--- config.mk ---
export PLATFORM = sky130hd
export DESIGN_NAME = ex_stage
export DESIGN_NICKNAME = d
export VERILOG_FILES = /design/src/rtl/ex_stage.sv
export SDC_FILE = /design/constraint.sdc
export NUM_CORES = 1
export LEC_CHECK = 0
export BUFFER_PORTS_ARGS = -buffer_cell sky130_fd_sc_hd__buf_4
export CAP_MARGIN = 20
export CORE_UTILIZATION = 40
export DETAILED_ROUTE_END_ITERATION = 6
export PLACE_DENSITY = 0.56
export SYNTH_ARGS = -nofsm -noshare
export SYNTH_HDL_FRONTEND = slang
export SYNTH_SLANG_ARGS = --single-unit
--- constraint.sdc ---
create_clock -name clk -period 4.7 [get_ports clk]
set_input_delay 0.47 -clock clk [delete_from_list [all_inputs] [get_ports clk]]
set_output_delay 0.47 -clock clk [all_outputs]
set_load 0.05 [all_outputs]
--- src/rtl/ex_stage.sv ---
// Execute stage: single-cycle ALU plus an iterative shift-add multiplier and optional restoring divider.
// Build option EX_DIV_EN: when defined the divider is built; otherwise funct3 codes 4-7 return 0 in one cycle.
module ex_stage #(
   parameter int XLEN     = 32,
   parameter int PC_WIDTH = 32,
   parameter int RIDX_W   = 5
) (
   input  logic                clk,
   input  logic                rst,
   input  logic                flush_i,
   input  logic                id_ex_valid_i,
   input  logic [PC_WIDTH-1:0] id_ex_pc_i,
   input  logic [XLEN-1:0]     id_ex_alu_op1_i,
   input  logic [XLEN-1:0]     id_ex_alu_op2_i,
   input  logic [3:0]          id_ex_alu_fun_i,
   input  logic                id_ex_mdu_en_i,
   input  logic [RIDX_W-1:0]   id_ex_rd_idx_i,
   input  logic                id_ex_rd_en_i,
   output logic                ex_stall_o,
   output logic                ex_valid_o,
   output logic [PC_WIDTH-1:0] ex_pc_o,
   output logic [XLEN-1:0]     ex_result_o,
   output logic [RIDX_W-1:0]   ex_rd_idx_o,
   output logic                ex_rd_en_o
);
   localparam int SHW = $clog2(XLEN);

   // state | meaning
   // IDLE  | single-cycle ops flow into EX/MEM; a valid iterative op is captured
   // BUSY  | one multiply or divide step per cycle, upstream held
   // DONE  | sign fix-up, result loaded into EX/MEM
   typedef enum logic [1:0] {IDLE, BUSY, DONE} state_t;

   state_t              state_q;
   logic [SHW-1:0]      cnt_q;
   logic [2*XLEN-1:0]   acc_q, acc_d, prod;
   logic [XLEN-1:0]     mcand_q;
   logic [1:0]          fun_q;
   logic                neg1_q, neg2_q;
   logic [PC_WIDTH-1:0] op_pc_q, pc_q;
   logic [RIDX_W-1:0]   op_rd_idx_q, rd_idx_q;
   logic                op_rd_en_q, valid_q, rd_en_q;
   logic [XLEN-1:0]     result_q;

   logic                start, sgn1, sgn2, neg1, neg2;
   logic [XLEN-1:0]     op1, op2, mag1, mag2, alu_res, sc_res_d, fix_d, mul_res;
   logic [SHW-1:0]      shamt;
   logic [XLEN:0]       mul_sum;

   assign op1 = id_ex_alu_op1_i;
   assign op2 = id_ex_alu_op2_i;

`ifdef EX_DIV_EN
   assign start = id_ex_valid_i & id_ex_mdu_en_i;
`else
   assign start = id_ex_valid_i & id_ex_mdu_en_i & ~id_ex_alu_fun_i[2];
`endif
   assign ex_stall_o = ~rst & ~flush_i & (((state_q == IDLE) & start) | (state_q == BUSY));

   // funct3 signedness: MUL/MULH/MULHSU/DIV/REM treat op1 as signed; only MUL/MULH/DIV/REM op2
   assign sgn1 = id_ex_alu_fun_i[2] ? ~id_ex_alu_fun_i[0] : (id_ex_alu_fun_i[1:0] != 2'd3);
   assign sgn2 = id_ex_alu_fun_i[2] ? ~id_ex_alu_fun_i[0] : ~id_ex_alu_fun_i[1];
   assign neg1 = sgn1 & op1[XLEN-1];
   assign neg2 = sgn2 & op2[XLEN-1];
   assign mag1 = neg1 ? -op1 : op1;
   assign mag2 = neg2 ? -op2 : op2;

   assign shamt = op2[SHW-1:0];
   always_comb begin
      alu_res = '0;
      case (id_ex_alu_fun_i)
         4'd0:    alu_res = op1 + op2;
         4'd1:    alu_res = op1 - op2;
         4'd2:    alu_res = op1 << shamt;
         4'd3:    alu_res = {{(XLEN-1){1'b0}}, $signed(op1) < $signed(op2)};
         4'd4:    alu_res = {{(XLEN-1){1'b0}}, op1 < op2};
         4'd5:    alu_res = op1 ^ op2;
         4'd6:    alu_res = op1 >> shamt;
         4'd7:    alu_res = $unsigned($signed(op1) >>> shamt);
         4'd8:    alu_res = op1 | op2;
         4'd9:    alu_res = op1 & op2;
         4'd10:   alu_res = op2;
         default: alu_res = '0;
      endcase
   end
   assign sc_res_d = id_ex_mdu_en_i ? '0 : alu_res;

   // acc_q is {high, low}: multiplier in low half shifts out as the product shifts in
   assign mul_sum = {1'b0, acc_q[2*XLEN-1:XLEN]} + (acc_q[0] ? {1'b0, mcand_q} : '0);
   assign prod    = (neg1_q ^ neg2_q) ? -acc_q : acc_q;
   assign mul_res = (fun_q == 2'd0) ? prod[XLEN-1:0] : prod[2*XLEN-1:XLEN];

`ifdef EX_DIV_EN
   logic            div_q, dz_q;
   logic [XLEN:0]   div_shift, div_diff;
   logic [XLEN-1:0] quo, rem, div_res;

   assign div_shift = acc_q[2*XLEN-1:XLEN-1];
   assign div_diff  = div_shift - {1'b0, mcand_q};
   assign quo       = acc_q[XLEN-1:0];
   assign rem       = acc_q[2*XLEN-1:XLEN];
   always_comb begin
      if (!div_q)
         acc_d = {mul_sum, acc_q[XLEN-1:1]};
      else if (div_diff[XLEN])
         acc_d = {div_shift[XLEN-1:0], acc_q[XLEN-2:0], 1'b0};
      else
         acc_d = {div_diff[XLEN-1:0], acc_q[XLEN-2:0], 1'b1};
   end
   // a zero divisor already leaves |dividend| in rem, so only the quotient needs forcing
   assign div_res = fun_q[1] ? (neg1_q ? -rem : rem)
                             : (dz_q ? '1 : ((neg1_q ^ neg2_q) ? -quo : quo));
   assign fix_d   = div_q ? div_res : mul_res;
`else
   assign acc_d = {mul_sum, acc_q[XLEN-1:1]};
   assign fix_d = mul_res;
`endif

   always_ff @(posedge clk) begin
      if (rst) begin
         state_q     <= IDLE;
         cnt_q       <= '0;
         acc_q       <= '0;
         mcand_q     <= '0;
         fun_q       <= '0;
         neg1_q      <= 1'b0;
         neg2_q      <= 1'b0;
         op_pc_q     <= '0;
         op_rd_idx_q <= '0;
         op_rd_en_q  <= 1'b0;
         valid_q     <= 1'b0;
         pc_q        <= '0;
         result_q    <= '0;
         rd_idx_q    <= '0;
         rd_en_q     <= 1'b0;
`ifdef EX_DIV_EN
         div_q       <= 1'b0;
         dz_q        <= 1'b0;
`endif
      end else if (flush_i) begin
         state_q <= IDLE;
         cnt_q   <= '0;
         valid_q <= 1'b0;
         rd_en_q <= 1'b0;
      end else begin
         case (state_q)
            IDLE: begin
               if (start) begin
                  state_q     <= BUSY;
                  cnt_q       <= '0;
                  acc_q       <= {{XLEN{1'b0}}, mag1};
                  mcand_q     <= mag2;
                  fun_q       <= id_ex_alu_fun_i[1:0];
                  neg1_q      <= neg1;
                  neg2_q      <= neg2;
                  op_pc_q     <= id_ex_pc_i;
                  op_rd_idx_q <= id_ex_rd_idx_i;
                  op_rd_en_q  <= id_ex_rd_en_i;
                  valid_q     <= 1'b0;
                  rd_en_q     <= 1'b0;
`ifdef EX_DIV_EN
                  div_q       <= id_ex_alu_fun_i[2];
                  dz_q        <= (op2 == '0);
`endif
               end else begin
                  valid_q  <= id_ex_valid_i;
                  pc_q     <= id_ex_pc_i;
                  result_q <= sc_res_d;
                  rd_idx_q <= id_ex_rd_idx_i;
                  rd_en_q  <= id_ex_valid_i & id_ex_rd_en_i;
               end
            end
            BUSY: begin
               acc_q <= acc_d;
               cnt_q <= cnt_q + 1'b1;
               if (cnt_q == SHW'(XLEN-1))
                  state_q <= DONE;
            end
            DONE: begin
               state_q  <= IDLE;
               cnt_q    <= '0;
               valid_q  <= 1'b1;
               pc_q     <= op_pc_q;
               result_q <= fix_d;
               rd_idx_q <= op_rd_idx_q;
               rd_en_q  <= op_rd_en_q;
            end
            default: state_q <= IDLE;
         endcase
      end
   end

   assign ex_valid_o  = valid_q;
   assign ex_pc_o     = pc_q;
   assign ex_result_o = result_q;
   assign ex_rd_idx_o = rd_idx_q;
   assign ex_rd_en_o  = rd_en_q;
endmodule

==> run_results.csv, run 1 <==
group,metric,value,unit
status,status,"complete, but fails checks",
status,violations,"design-rule violations",
yosys,yosysTopAreaCell,"dfxtp_1",
global_routing,grt-ovfl-total,0,
layout,fin_nets,3399,
sta,setup-violations-final,0,
worst_setup_path,crit_chain,"buf_4 -> inv_1 -> ha_1 -> a21oi_1 -> o21ai_0 -> a2111oi_0 -> o211ai_1 -> a41oi_1 -> o41a_1 -> or2b_2 -> a311oi_1 -> a2111o_1",
clock_tree,cts_sinks,216,
floorplanning,fp-row-count,86,
drt,dr.pass1.iters,7,
yosys,synth_area_per_cell,7.34,um2
clock_tree,cts.path.max_buffers,3,
layout,final_util,0.465,
floorplanning,die_w,239,um
drt,viasPerCell,6.65,
clock_tree,clock_latency,0.56,ns
power_and_ir_drop,leakagePower,10.5,nW
yosys,yosys-top-cells-area,"dfxtp_1 (19%), ha_1 (7.8%), nand2_1 (7.1%)",
clock_tree,post_cts_buffers,0,
power_and_ir_drop,finalPower,6.40,mW
yosys,ys_ff_latch,216,
yosys,synth_top_family_by_area,"compound AO/OA/AOI/OAI gates",
sta,max_slew_margin,0.238,
worst_setup_path,ff2ff_path_depth,12,
sta,hold_viol,0,
clock_tree,cts_resized,0,
sta,post-route-period-util,0.884,
global_routing,grt_max_degree,83,
placement,portBuffers,182,
drt,drcViolationCount,3,
power_and_ir_drop,ir_worst_vdd,0.244,mV
layout,n_fill_cell,5700,
sta,slew_viol_final,0,
sta,setup-tns-final,0,ns
yosys,synth_fp_nets,3321,
sta,fmax,241,MHz
worst_setup_path,critical_path_class,"in2reg",
yosys,yosysWarnings,0,
clock_tree,cts_tree,"built",
yosys,synth_top_area_frac,0.192,
global_routing,grt_pass1_vias,24400,
worst_setup_path,max_stage_delay,0.71,ns
clock_tree,clk_pin_slew,0.06,ns
placement,place_area,24800,um2
yosys,yosysMostFrequentCell,"nand2_1",
placement,place.gp.congestion,1.06,
floorplanning,die_height,239,um
yosys,synth_fa_ha_area_frac,0.0811,
yosys,synth-async-reset-ratio,0,
floorplanning,coreArea,55300,um2
sta,clock_skew,0.0169,ns
yosys,synth_top_cells_by_count,"nand2_1 (426), nor2_1 (286), a21oi_1 (254), dfxtp_1 (216), clkbuf_1 (194)",
yosys,synth_cell_types,102,
power_and_ir_drop,p_per_area,249,nW/um2
clock_tree,cts-root-buf,"clkbuf_16",
yosys,synth_edf_count,0,
layout,fin_area,25700,um2
drt,drt_iter0_markers,3042,
floorplanning,ioPinCount,183,
yosys,synth_cells,3066,
yosys,synth-simple-area-share,0.217,
global_routing,grtUsageTotal,0.416,
worst_setup_path,cp_slowest_cell,"a2111oi_0",
worst_setup_path,critPathArrivalTime,4.59,ns
sta,rsz0062_at_grt,"false",
min_path,min_path_type,"in2reg",
clock_tree,ctsHoldBuffers,0,
yosys,ys.flop_type,"dfxtp_1",
sta,min_period,4.16,ns
yosys,synth_xor_area_frac,0.0561,
clock_tree,cts_made_buffers,25,
floorplanning,fp.dieArea,57200,um2
drt,wl,123,mm
worst_setup_path,end_kind,"flop",
yosys,muxShareOfSynthArea,0.0834,
sta,tightest_slew,1.11,ns
worst_setup_path,worstSetupStartpointType,"input pin",
layout,drive_gt1_frac,0.152,
floorplanning,start_util,0.407,
placement,dp_hpwl,96.3,mm
min_path,min_path_cells,3,
worst_setup_path,cp_max_fo,5,
layout,syn2layout_area_growth,14.2,%
drt,ant_nets,0,
global_routing,antenna_found_initial,9,
yosys,ys_seq_area_frac,0.192,
yosys,synth_area,22500,um2
run,max-cap-violations,0,
clock_tree,htreeDepth,1,
yosys,synth_compound_area_frac,0.302,
drt,wl_per_cell,31.4,um
worst_setup_path,required,5.13,ns
drt,vias,26000,
global_routing,grt_pass1_wl,173,mm
==> cell families (layout without fill, tap and decap cells) <==
group           count (synthesis)  after routing
fa+ha+maj                     144            144
flops                         216            216
mux                           121            121
simple gates                 1057           1057
other cells                     0              6
xor+xnor                      144            144
buf+inv                       376            471
compound gates               1008           1008
==> layout by cell type, fill, tap and decap left out, types with 27 or more instances in the layout <==
cell type  synthesis  final
a211oi_1          68     67
a21o_1            32     32
a21oi_1          254    254
a221oi_1          29     29
a311oi_1          54     54
a31oi_1           49     49
and2_1            46     46
buf_4              4    299
dfxtp_1          216    216
ha_1             141    141
inv_1            122    121
mux2i_1           49     49
mux4_2            51     51
nand2_1          426    426
nand2b_1          36     35
nand3_1           43     43
nor2_1           286    281
nor3_1            54     53
o211ai_1          60     60
o21ai_0          178    178
o31ai_1           32     32
or3_1             27     27
xnor2_1          106    105
xor2_1            38     37
==> power breakdown <==
group | switching (mW) | internal, mW
logic | 1.64 | 0.741
registers | 0.0652 | 1.90
clock network | 0.848 | 1.21
total | 2.55 | 3.85
==> area by class of cell <==
class,instances,area (um2),area share
Multi-Input combinational cell,2474,16800,0.654
Sequential cell,216,4320,0.168
Timing Repair Buffer,303,2300,0.0897
Tap cell,748,936,0.0364
Clock buffer,37,741,0.0288
Inverter,124,465,0.0181
Clock inverter,7,114,0.00443
Antenna cell,6,15.0,0.000584
==> per-stage QoR <==
step / setup WS (ns) / std cells / hold slack (ns)
6_report: 0.543 / 3915 / 0.169
5_1_grt: 0.440 / 3911 / 0.168
4_1_cts: 0.716 / 3908 / 0.147
3_5_place_dp: 0.207 / 3864 / 0.445
3_3_place_gp: 0.144 / 3861 / 0.437
2_1_floorplan: 0.561 / 3066 / 0.427
==> critical path, delay by kind of cell <==
kind,cells,cell delay [ns]
and+or+nand+nor,1,0.14
buffers and inverters,2,0.34
adders and majority gates,1,0.38
AOI/OAI and AO/OA,8,3.25
==> worst paths after layout <==
path | startpoint | endpoint | slack (ns)
worst max-delay path | id_ex_alu_op1_i[20] | ex_result_o[31] | 0.54
worst min-delay path | id_ex_pc_i[8] | op_pc_q[8] | 0.17
worst max register to register | acc_q[0] | acc_q[61] | 0.60
worst min register to register | mcand_q[31] | mcand_q[31] | 0.45
==> flip-flops by register name, summed over array words and instances (netlist names) <==
register,cells
op_rd_en_q,1
acc_q,64
ex_pc_o,32
op_rd_idx_q,5
mcand_q,32
ex_valid_o,1
neg1_q,1
op_pc_q,32
state_q,2
ex_result_o,32
neg2_q,1
fun_q,2
cnt_q,5
ex_rd_en_o,1
ex_rd_idx_o,5
==> routing by layer <==
metal	part of all wire	vias to the layer above	track usage
met5	0.00044	-	0
met4	0.088	8	0.323
met3	0.090	434	0.0779
met2	0.45	1578	0.669
met1	0.37	12600	0.487
li1	-	11400	-
(Power assumes the default switching activity.)
==> run 2: changes to the inputs <==
ABC_AREA = 1   (was unset)
==> run 2 against run 1 <==
  * The run now ends clean
  * Synthesized cell count rose by 46%
  * Register-to-register slack improved by 1.1 ns
  * Largest power group unchanged
  * Cell count rose by 37%
  * Die area rose by 9.3%
==> run_results.csv, run 2 <==
group,metric,value,unit
clock_tree,clk_pin_slew,0.07,ns
yosys,synth_top_family_by_area,"simple AND/OR/NAND/NOR gates",
floorplanning,ioPinCount,183,
worst_setup_path,crit_path_frequent_cell,"nand2_1",
layout,final_cell_mix,"nand2_1 (1311), nand3_1 (537), nor2_1 (504)",
sta,hold_viol,0,
layout,drive_gt1_frac,0.0834,
placement,dp_hpwl,110,mm
worst_setup_path,required,5.13,ns
sta,rsz0062_at_grt,"false",
worst_setup_path,crit_buf_inv,2,
yosys,ys_seq_area_frac,0.176,
yosys,synth_cells,4487,
worst_setup_path,worstSetupStartpointType,"input pin",
floorplanning,fp-row-count,90,
yosys,synth_fp_nets,4742,
sta,setup-tns-final,0,ns
worst_setup_path,cp_max_fo,10,
yosys,synth_top_area_frac,0.200,
floorplanning,die_w,250,um
yosys,yosysMostFrequentCell,"nand2_1",
placement,pre_cts_slack,1.08,ns
layout,mostFrequentLayoutCell,"nand2_1",
clock_tree,htreeDepth,1,
power_and_ir_drop,p_per_area,240,nW/um2
layout,instances_no_fill,5366,
yosys,synth_edf_count,0,
placement,portBuffers,182,
clock_tree,clock_latency,0.55,ns
sta,fmax,302,MHz
yosys,yosysWarnings,0,
clock_tree,cts.path.max_buffers,3,
layout,largest_reg_flops,64,
yosys,yosys-top-cells-area,"nand2_1 (20%), dfxtp_1 (18%), nand3_1 (11%)",
drt,vias,32600,
worst_setup_path,max_stage_delay,0.51,ns
min_path,min_path_type,"in2reg",
yosys,synth_compound_area_frac,0.188,
clock_tree,cts_sinks,216,
status,status,"finished clean",
placement,dp.cells,5321,
drt,wl,138,mm
global_routing,grt_pass1_wl,198,mm
worst_setup_path,critical_path_class,"in2reg",
layout,top_register,"acc_q",
sta,slew_viol_final,0,
sta,setup-violations-final,0,
clock_tree,cts_resized,0,
layout,fin_nets,4821,
drt,drcViolationCount,0,
yosys,synth_xor_area_frac,0.0131,
global_routing,grtUsageTotal,0.428,
yosys,muxShareOfSynthArea,0.000407,
sta,min_period,3.31,ns
power_and_ir_drop,leakagePower,14.2,nW
worst_setup_path,critPathArrivalTime,3.74,ns
yosys,ys_ff_latch,216,
drt,viasPerCell,6.08,
worst_setup_path,end_kind,"flop",
floorplanning,coreArea,60600,um2
sta,max_slew_margin,0.310,
drt,wl_per_cell,25.8,um
layout,multi_input_area,17600,um2
global_routing,grt_pass1_vias,28900,
worst_setup_path,crit_chain,"buf_4 -> inv_2 -> ha_1 -> a21oi_1 -> nand2_1 -> nand2_1 -> nand2_1 -> nand3_1 -> nand2_1 -> o21ai_0 -> nand3_1 -> nand2_1 -> a21oi_1",
power_and_ir_drop,ir_worst_vdd,0.278,mV
global_routing,grt-ovfl-total,0,
layout,regArea,4320,um2
yosys,synth_fa_ha_area_frac,0.0742,
sta,clock_skew,0.0239,ns
drt,dr.pass1.iters,6,
yosys,synth_top_cells_by_count,"nand2_1 (1312), nand3_1 (537), nor2_1 (507), inv_1 (469), o21ai_0 (343)",
yosys,yosysTopAreaCell,"nand2_1",
worst_setup_path,crit_family,"simple AND/OR/NAND/NOR gates",
sta,timing.final.ws_setup,1.39,ns
placement,place.gp.congestion,1.17,
drt,ant_nets,0,
worst_setup_path,cp_slowest_cell,"o21ai_0",
yosys,synth_area,24600,um2
yosys,synth_area_per_cell,5.48,um2
yosys,synth_cell_types,55,
yosys,synth-simple-area-share,0.437,
clock_tree,ctsHoldBuffers,0,
layout,syn2layout_area_growth,11.7,%
layout,n_fill_cell,6935,
yosys,synth-async-reset-ratio,0,
drt,drt_iter0_markers,5342,
global_routing,grt_max_degree,95,
floorplanning,start_util,0.406,
floorplanning,die_height,250,um
sta,tightest_slew,1.03,ns
clock_tree,cts_made_buffers,25,
clock_tree,post_cts_buffers,0,
yosys,ys.flop_type,"dfxtp_1",
clock_tree,cts_tree,"built",
sta,post-route-period-util,0.704,
clock_tree,cts-root-buf,"clkbuf_16",
run,max-cap-violations,0,
floorplanning,fp.dieArea,62500,um2
global_routing,antenna_found_initial,6,
==> run 2: layout make-up <==
class,instances,area share
Antenna cell,1,0.0000911
Clock buffer,32,0.0248
Clock inverter,12,0.00528
Inverter,498,0.0682
Multi-Input combinational cell,3577,0.640
Sequential cell,216,0.157
Tap cell,782,0.0356
Timing Repair Buffer,248,0.0687
==> run 2: metal layers <==
metal,global-route usage,wire (um)
met1,0.606,57400
met2,0.588,53300
met3,0.119,19700
met4,0.201,7890
met5,0,51
==> run 2: path summary, 6_finish.rpt <==
check | start | to | slack [ns] | depth (start not counted)
min reg2reg | cnt_q[4] | cnt_q[4] | 0.47 | 2
max reg2reg | acc_q[0] | ex_result_o[26] | 1.72 | 12
max | id_ex_alu_op1_i[2] | ex_result_o[13] | 1.39 | 13
min | id_ex_pc_i[22] | op_pc_q[22] | 0.17 | 3
==> run 2: cell families (layout without fill, tap and decap cells) <==
family | Yosys count | count (layout)
xor gates and xnor gates | 36 | 36
adders and majority gates | 144 | 144
muxes | 1 | 1
DFF | 216 | 216
buffers and inverters | 694 | 790
and+or+nand+nor | 2551 | 2551
AOI/OAI and AO/OA | 845 | 845
other | 0 | 1
==> run 2: where the power goes <==
part           total (mW)  internal, mW  switching [mW]
sequential           1.99          1.91          0.0801
clock                2.05          1.19           0.860
combinational        2.54         0.662            1.88
==> run 2: worst register-to-register path, delay by kind of cell (launching register included) <==
family	cells	cell delay (ns)
AOI/OAI and AO/OA	3	0.89
adders and majority gates	1	0.19
buffers and inverters	2	0.37
DFF	1	0.30
and+or+nand+nor	6	1.11
==> run 2: per-stage QoR <==
step / hold WS, ns / utilization / area, um2 / power (mW)
after floorplan: 0.439 / - / 24600 / 3.48
after global routing: 0.159 / 0.454 / 27500 / 6.83
after detailed placement: 0.459 / 0.440 / 26700 / 4.44
final: 0.169 / 0.454 / 27500 / 6.59
after CTS: 0.157 / 0.454 / 27500 / 6.48
after global placement: 0.456 / 0.440 / 26700 / 4.47
